[config.mk]
export PLATFORM = sky130hd
export DESIGN_NAME = rally_score_ctrl
export DESIGN_NICKNAME = d
export VERILOG_FILES = /design/src/rtl/rally_score_ctrl_pkg.sv /design/src/rtl/rally_score_ctrl_edge_det.sv /design/src/rtl/rally_score_ctrl.sv
export SDC_FILE = /design/constraint.sdc
export NUM_CORES = 1
export LEC_CHECK = 0
export ABC_CLOCK_PERIOD_IN_PS = 6770
export CELL_PAD_IN_SITES_DETAIL_PLACEMENT = 0
export CELL_PAD_IN_SITES_GLOBAL_PLACEMENT = 1
export CORE_AREA = 2 2 91 93
export CTS_CLUSTER_SIZE = 14
export DETAILED_ROUTE_END_ITERATION = 10
export DIE_AREA = 0 0 93 95
export PLACE_DENSITY = 0.76
export SETUP_SLACK_MARGIN = 0.2
export SLEW_MARGIN = 10
export SYNTH_ARGS = -nofsm -noshare
export SYNTH_HDL_FRONTEND = slang
export SYNTH_HIERARCHICAL = 1
export SYNTH_SLANG_ARGS = --single-unit
[constraint.sdc]
create_clock -name clk -period 6.77 [get_ports clk]
set_input_delay 1.354 -clock clk [delete_from_list [all_inputs] [get_ports clk]]
set_output_delay 1.354 -clock clk [all_outputs]
set_load 0.01 [all_outputs]
[src/rtl/rally_score_ctrl_pkg.sv]
// Shared game parameters for the rally scoring and ball position controllers:
// player encodings, court geometry, ball spawn points and the scorer state type.
package rally_score_ctrl_pkg;

    localparam logic PLAYER1 = 1'b0;
    localparam logic PLAYER2 = 1'b1;

    localparam int GAME_NET_X          = 512;
    localparam int GAME_BALL_SIZE      = 64;
    localparam int GAME_START_POSX_PL1 = 250;
    localparam int GAME_START_POSX_PL2 = 774;
    localparam int GAME_START_POSY     = 555;

    typedef enum logic [1:0] {
        SERVE,
        RALLY,
        POINT,
        GAME_OVER
    } rally_state_t;

    function automatic logic [4:0] sat_inc5(input logic [4:0] v);
        return (v == 5'd31) ? v : v + 5'd1;
    endfunction

endpackage

[src/rtl/rally_score_ctrl_edge_det.sv]
// Single-bit rising-edge detector: one registered stage, pulse while the
// input is high and was low on the previous clock.
module edge_det (
    input  logic clk,
    input  logic rst,
    input  logic din,
    output logic rise
);

    logic din_q;

    always_ff @(posedge clk) begin
        if (rst) din_q <= 1'b0;
        else     din_q <= din;
    end

    assign rise = din & ~din_q;

endmodule

[src/rtl/rally_score_ctrl.sv]
// Rally scorer: counts touches per side, awards points on ground contact or
// touch overflow, and tracks the match until one player wins by two.
//
//   state     | meaning
//   ----------+--------------------------------------------------------------
//   SERVE     | ball hanging at spawn, waiting for the first counted touch
//   RALLY     | ball in play, touches counted, ground / overflow award points
//   POINT     | point awarded, waiting for the ball to respawn at the server
//   GAME_OVER | match decided, only start leaves
module rally_score_ctrl
    import rally_score_ctrl_pkg::*;
#(
    parameter int WIN_SCORE      = 15,
    parameter int MAX_TOUCH      = 3,
    parameter int NET_X          = GAME_NET_X,
    parameter int BALL_SIZE      = GAME_BALL_SIZE,
    parameter int GHOST_CYCLES   = 16_250_000,
    parameter int START_POSX_PL1 = GAME_START_POSX_PL1,
    parameter int START_POSX_PL2 = GAME_START_POSX_PL2,
    parameter int START_POSY     = GAME_START_POSY
) (
    input  logic        clk,
    input  logic        rst,
    input  logic        start,
    input  logic        pl1_col,
    input  logic        pl2_col,
    input  logic        gnd_col,
    input  logic [11:0] ball_posx,
    input  logic [11:0] ball_posy,
    output logic        last_touch,
    output logic        ovr_touch,
    output logic [4:0]  pl1_score,
    output logic [4:0]  pl2_score,
    output logic [2:0]  pl1_touches,
    output logic [2:0]  pl2_touches,
    output logic        point,
    output logic        game_over,
    output logic        winner
);

    localparam logic [4:0]  WIN_V       = 5'(WIN_SCORE);
    localparam logic [2:0]  TOUCH_LIMIT = 3'(MAX_TOUCH + 1);
    localparam logic [12:0] NET_X_V     = 13'(NET_X);
    localparam logic [12:0] HALF_BALL_V = 13'(BALL_SIZE / 2);
    localparam logic [23:0] GHOST_V     = 24'(GHOST_CYCLES);
    localparam logic [11:0] START_X1_V  = 12'(START_POSX_PL1);
    localparam logic [11:0] START_X2_V  = 12'(START_POSX_PL2);
    localparam logic [11:0] START_Y_V   = 12'(START_POSY);

    logic pl1_edge, pl2_edge, gnd_edge;

    edge_det u_pl1_edge (.clk(clk), .rst(rst), .din(pl1_col), .rise(pl1_edge));
    edge_det u_pl2_edge (.clk(clk), .rst(rst), .din(pl2_col), .rise(pl2_edge));
    edge_det u_gnd_edge (.clk(clk), .rst(rst), .din(gnd_col), .rise(gnd_edge));

    rally_state_t state, state_n;
    logic        toucher, toucher_n;
    logic [23:0] ghost_cnt, ghost_n;
    logic        last_n, ovr_n, point_n, go_n, winner_n;
    logic [4:0]  p1s_n, p2s_n;
    logic [2:0]  p1t_n, p2t_n;

    logic        touch_ok, touch_by, award, award_to, ball_left;
    logic [2:0]  cnt_new;
    logic [4:0]  win_new, lose_score;

    // Ball centre left of the net means it landed on player 1's side.
    assign ball_left = ({1'b0, ball_posx} + HALF_BALL_V) < NET_X_V;

    always_comb begin
        state_n    = state;
        toucher_n  = toucher;
        ghost_n    = (ghost_cnt != 24'd0) ? ghost_cnt - 24'd1 : 24'd0;
        last_n     = last_touch;
        ovr_n      = ovr_touch;
        point_n    = 1'b0;
        go_n       = game_over;
        winner_n   = winner;
        p1s_n      = pl1_score;
        p2s_n      = pl2_score;
        p1t_n      = pl1_touches;
        p2t_n      = pl2_touches;
        touch_ok   = 1'b0;
        touch_by   = PLAYER1;
        award      = 1'b0;
        award_to   = PLAYER1;
        cnt_new    = 3'd0;
        win_new    = 5'd0;
        lose_score = 5'd0;

        // Player 1 has priority; a same-player re-touch inside the ghost window is a bounce artefact.
        if (pl1_edge) begin
            touch_ok = !(toucher == PLAYER1 && ghost_cnt != 24'd0);
            touch_by = PLAYER1;
        end else if (pl2_edge) begin
            touch_ok = !(toucher == PLAYER2 && ghost_cnt != 24'd0);
            touch_by = PLAYER2;
        end

        case (state)
            SERVE, RALLY: begin
                if (touch_ok) begin
                    cnt_new   = ((touch_by == PLAYER1) ? pl1_touches : pl2_touches) + 3'd1;
                    p1t_n     = (touch_by == PLAYER1) ? cnt_new : 3'd0;
                    p2t_n     = (touch_by == PLAYER2) ? cnt_new : 3'd0;
                    ghost_n   = GHOST_V;
                    toucher_n = touch_by;
                    if (state == SERVE) state_n = RALLY;
                end
                if (state == RALLY) begin
                    if (gnd_edge) begin
                        award    = 1'b1;
                        award_to = ball_left ? PLAYER2 : PLAYER1;
                    end else if (touch_ok && cnt_new == TOUCH_LIMIT) begin
                        award    = 1'b1;
                        award_to = ~touch_by;
                        ovr_n    = 1'b1;
                    end
                end
            end
            POINT: begin
                if (!gnd_col && ball_posy == START_Y_V &&
                    ball_posx == ((last_touch == PLAYER2) ? START_X2_V : START_X1_V)) begin
                    p1t_n   = 3'd0;
                    p2t_n   = 3'd0;
                    ovr_n   = 1'b0;
                    state_n = SERVE;
                end
            end
            GAME_OVER: begin
                if (start) begin
                    p1s_n   = 5'd0;
                    p2s_n   = 5'd0;
                    p1t_n   = 3'd0;
                    p2t_n   = 3'd0;
                    ovr_n   = 1'b0;
                    go_n    = 1'b0;
                    last_n  = PLAYER1;
                    state_n = SERVE;
                end
            end
            default: state_n = SERVE;
        endcase

        if (award) begin
            point_n = 1'b1;
            last_n  = award_to;
            if (award_to == PLAYER1) begin
                p1s_n      = sat_inc5(pl1_score);
                win_new    = p1s_n;
                lose_score = pl2_score;
            end else begin
                p2s_n      = sat_inc5(pl2_score);
                win_new    = p2s_n;
                lose_score = pl1_score;
            end
            if (win_new >= WIN_V && {1'b0, win_new} >= ({1'b0, lose_score} + 6'd2)) begin
                state_n  = GAME_OVER;
                go_n     = 1'b1;
                winner_n = award_to;
            end else begin
                state_n = POINT;
            end
        end
    end

    always_ff @(posedge clk) begin
        if (rst) begin
            state       <= SERVE;
            toucher     <= PLAYER1;
            ghost_cnt   <= 24'd0;
            last_touch  <= PLAYER1;
            ovr_touch   <= 1'b0;
            point       <= 1'b0;
            game_over   <= 1'b0;
            winner      <= 1'b0;
            pl1_score   <= 5'd0;
            pl2_score   <= 5'd0;
            pl1_touches <= 3'd0;
            pl2_touches <= 3'd0;
        end else begin
            state       <= state_n;
            toucher     <= toucher_n;
            ghost_cnt   <= ghost_n;
            last_touch  <= last_n;
            ovr_touch   <= ovr_n;
            point       <= point_n;
            game_over   <= go_n;
            winner      <= winner_n;
            pl1_score   <= p1s_n;
            pl2_score   <= p2s_n;
            pl1_touches <= p1t_n;
            pl2_touches <= p2t_n;
        end
    end

endmodule

==> impl_metrics.py <==
metrics = {
    "clocking": {
        "hold_buffers": 0,
        "clk_path_buf_depth": 2,
        "tritoncts_buffer_count": 5,
        "clkSinkCount": 51,
        "post-cts-setup-buffers": 0,
        "clock_tree.htree_level_count": 2,
        "clockRootBuffer": "clkbuf_8",
        "clkSlewWorstSetupHoldPaths_ns": 0.09,
        "tritoncts": "done",
        "clk_latency_ns": 0.30,
        "post_cts.resized_instances": 0,
    },
    "floorplanning": {
        "row_count": 33,
        "die_height_um": 95,
        "die-area_mm2": 0.00884,
        "io_pins": 51,
        "die_w_um": 93,
        "placeableCoreArea_mm2": 0.00793,
        "initial_core_util_pct": 38.4,
    },
    "timing": {
        "grt_setup_unrepaired": "false",
        "max_slew_margin_pct": 38.4,
        "final_hold_viol_count": 0,
        "final_setup_skew_ns": 0.0138,
        "finalSetupViolations": 0,
        "final.min_clock_period_ns": 5.80,
        "clock.fmax_ghz": 0.172,
        "setup-tns-final_ns": 0,
        "slew_violations": 0,
        "fin_crit_sh_pct": 85.7,
        "worst-slew-pin-transition_ns": 0.911,
    },
    "placement": {
        "placed_cells": 505,
        "buffer_ports.inserted": 50,
        "gp_congestion": 0.888,
        "dp.final_hpwl_mm": 5.29,
    },
    "logic_synthesis": {
        "syn-num-nets": 407,
        "async_flop_share_pct": 0,
        "post_synth_main_area_contributors": "dfxtp_1 (34%), xnor2_1 (6.3%), ha_1 (4.5%), nand2_1 (3.8%), a21oi_1 (3.8%)",
        "yosysWarnings": 6,
        "synthesis.area_per_instance_um2": 8.31,
        "synth_top_cell_area_share_pct": 33.6,
        "yosys.cell_count.top_type": "dfxtp_1",
        "synth_edf_count": 0,
        "synth_area_leader_cell": "dfxtp_1",
        "synth_seq_cells": 51,
        "synthesis.instances": 366,
        "syn-cell-area_mm2": 0.00304,
        "yosys-top-cells-count": "dfxtp_1 (51), nand2_1 (31), nor2_1 (24)",
        "synth.yosys.seq_area_share_pct": 33.6,
        "postSynth.topFlopCell": "dfxtp_1",
        "distinct_cell_type_count_of_the_synthesized_netlist": 51,
    },
    "detailed_routing": {
        "viasPerCell": 5.31,
        "route.final.wire_length_mm": 7.09,
        "dr_total_vias": 2715,
        "initialDrtViolationCount": 113,
        "routedWlPerCell_um": 13.9,
        "detail_route.first_pass.iterations": 4,
        "post-route-drc-count": 0,
        "detail-route-antenna-nets": 0,
    },
    "hold_path": {
        "min_from": "ghost_cnt[0]",
        "hold_class": "flip-flop to flip-flop",
        "holdPathStages": 1,
        "holdPathEnd": "ghost_cnt[0]",
    },
    "global_route": {
        "maximum_number_of_pins_on_one_net_before_global_route_repair": 28,
        "antenna_found_initial": 0,
        "grt.overflow.total": 0,
        "grt.total_usage_pct": 16.4,
        "first_global_vias": 2498,
        "grt_pass1_wl_mm": 11.7,
    },
    "worst_setup_path": {
        "startpoint": "pl2_col",
        "crit_chain": "clkdlybuf4s50_1, nor2b_4, nor2b_1, nand2_1, nand2_1, ha_1, a221oi_1, o211ai_1, or4_1, mux2_1, ha_1, xor2_1, ha_1, o21a_1, a21oi_1, or4_1, a21oi_1",
        "worst_r2r_endpoint": "winner",
        "required_ns": 7.01,
        "critical_path.slowest_cell": "or4_1",
        "critical-path-max-stage-delay_ns": 0.71,
        "critPathMaxFanout": 16,
        "crit_type": "primary input to flip-flop",
        "regToRegStartpoint": "u_pl2_edge/din_q",
        "timing.reg2reg.worst_path_depth": 16,
        "endpoint_kind": "flip-flop",
        "crit_top_cell": "ha_1",
        "setup.reg_to_reg.worst_slack_ns": 2.27,
        "cp_data_arrival_time_ns": 6.04,
        "crit_path_start_kind": "primary input",
    },
    "power": {
        "powerDensity_mw_per_mm2": 204,
        "post-layout-total-power_mw": 0.756,
        "irDropWorstVdd_mv": 0.161,
        "static-leakage-power_nw": 1.33,
    },
    "final_layout": {
        "insertedDiodeCount": 0,
        "area_growth_pct": 21.5,
        "layout.filler_cells": 865,
        "final_cells": 511,
        "final_nets": 448,
        "post_route_cells_drive_above_1_share_pct": 5.91,
    },
    "run_status": {
        "status": "completed",
    },
    "flow_run": {
        "maxCapViolCount": 0,
    },
}
## layout make-up
class	instances	area (um2)	area share, %
inverters	12	45.0	1.22
well taps	105	131	3.55
clock buffers	6	72.6	1.96
flip-flops and latches	51	1020	27.6
multi-input cells	284	1900	51.5
repair buffers	53	523	14.2
## cells by family (layout without fill, tap and decap cells)
logic type	after synthesis	count (layout)	synth area share, %
compound gates	75	75	15.7
flops	51	51	33.6
buf+inv	31	71	3.91
fa+ha+maj	11	11	4.52
mux	13	13	4.44
simple gates	155	155	29.3
xor+xnor	30	30	8.63
## through the flow
stage	worst slack [ns]	area, um2	util (%)	hold slack [ns]
after floorplan	1.39	3040	-	0.393
after global placement	0.733	3620	45.7	0.404
after detailed placement	0.638	3620	45.7	0.403
after CTS	0.961	3700	46.6	0.424
after global routing	0.582	3700	46.6	0.476
final	0.967	3700	46.6	0.419
## state kept, by name (all words and copies together), names as in the netlist, 2 cells and up
name	count
state	2
pl1_score	5
pl2_score	5
pl2_touches	3
ghost_cnt	24
pl1_touches	3
## cell usage in the layout (no fill, tap or decap), types with 11 or more instances in the layout
cell             Yosys  routed
dfxtp_1             51      51
clkdlybuf4s50_1      0      50
nand2_1             31      31
nor2_1              24      24
a21oi_1             23      23
xnor2_1             22      22
o21ai_0             19      19
nand3_1             17      17
inv_1               12      12
nor3_1              11      11
or3_1               11      11
ha_1                11      11
## per-layer routing
metal,vias up,routed length [um],global-route usage (%)
met3,6,401,3.19
met2,61,3320,29.3
met5,-,0,0
met1,1247,3320,20.7
li1,1401,-,-
met4,0,58,2.94
## where the power goes
part | total, mW | leakage (nW) | internal (mW) | switching [mW]
Clock | 0.166 | 0.0371 | 0.0693 | 0.0972
Sequential | 0.376 | 0.418 | 0.338 | 0.0384
Combinational | 0.213 | 0.871 | 0.104 | 0.109
Total | 0.756 | 1.33 | 0.511 | 0.244
## worst max path at each step
stage | depth (start not counted) | endpoint | slack (ns)
after floorplan | 19 | winner | 1.39
after global placement | 17 | winner | 0.73
after detailed placement | 17 | winner | 0.64
after CTS | 17 | winner | 0.96
after global routing | 17 | winner | 0.58
final | 17 | winner | 0.97
## critical path: cells and delay by family
| kind | cells | cell delay [ns] |
|---|---|---|
| and+or+nand+nor | 6 | 2.02 |
| xor gates and xnor gates | 1 | 0.17 |
| buffers and inverters | 1 | 0.51 |
| AOI/OAI and AO/OA | 5 | 0.80 |
| adders and majority gates | 3 | 0.75 |
| muxes | 1 | 0.44 |
(Power assumes the default switching activity.)
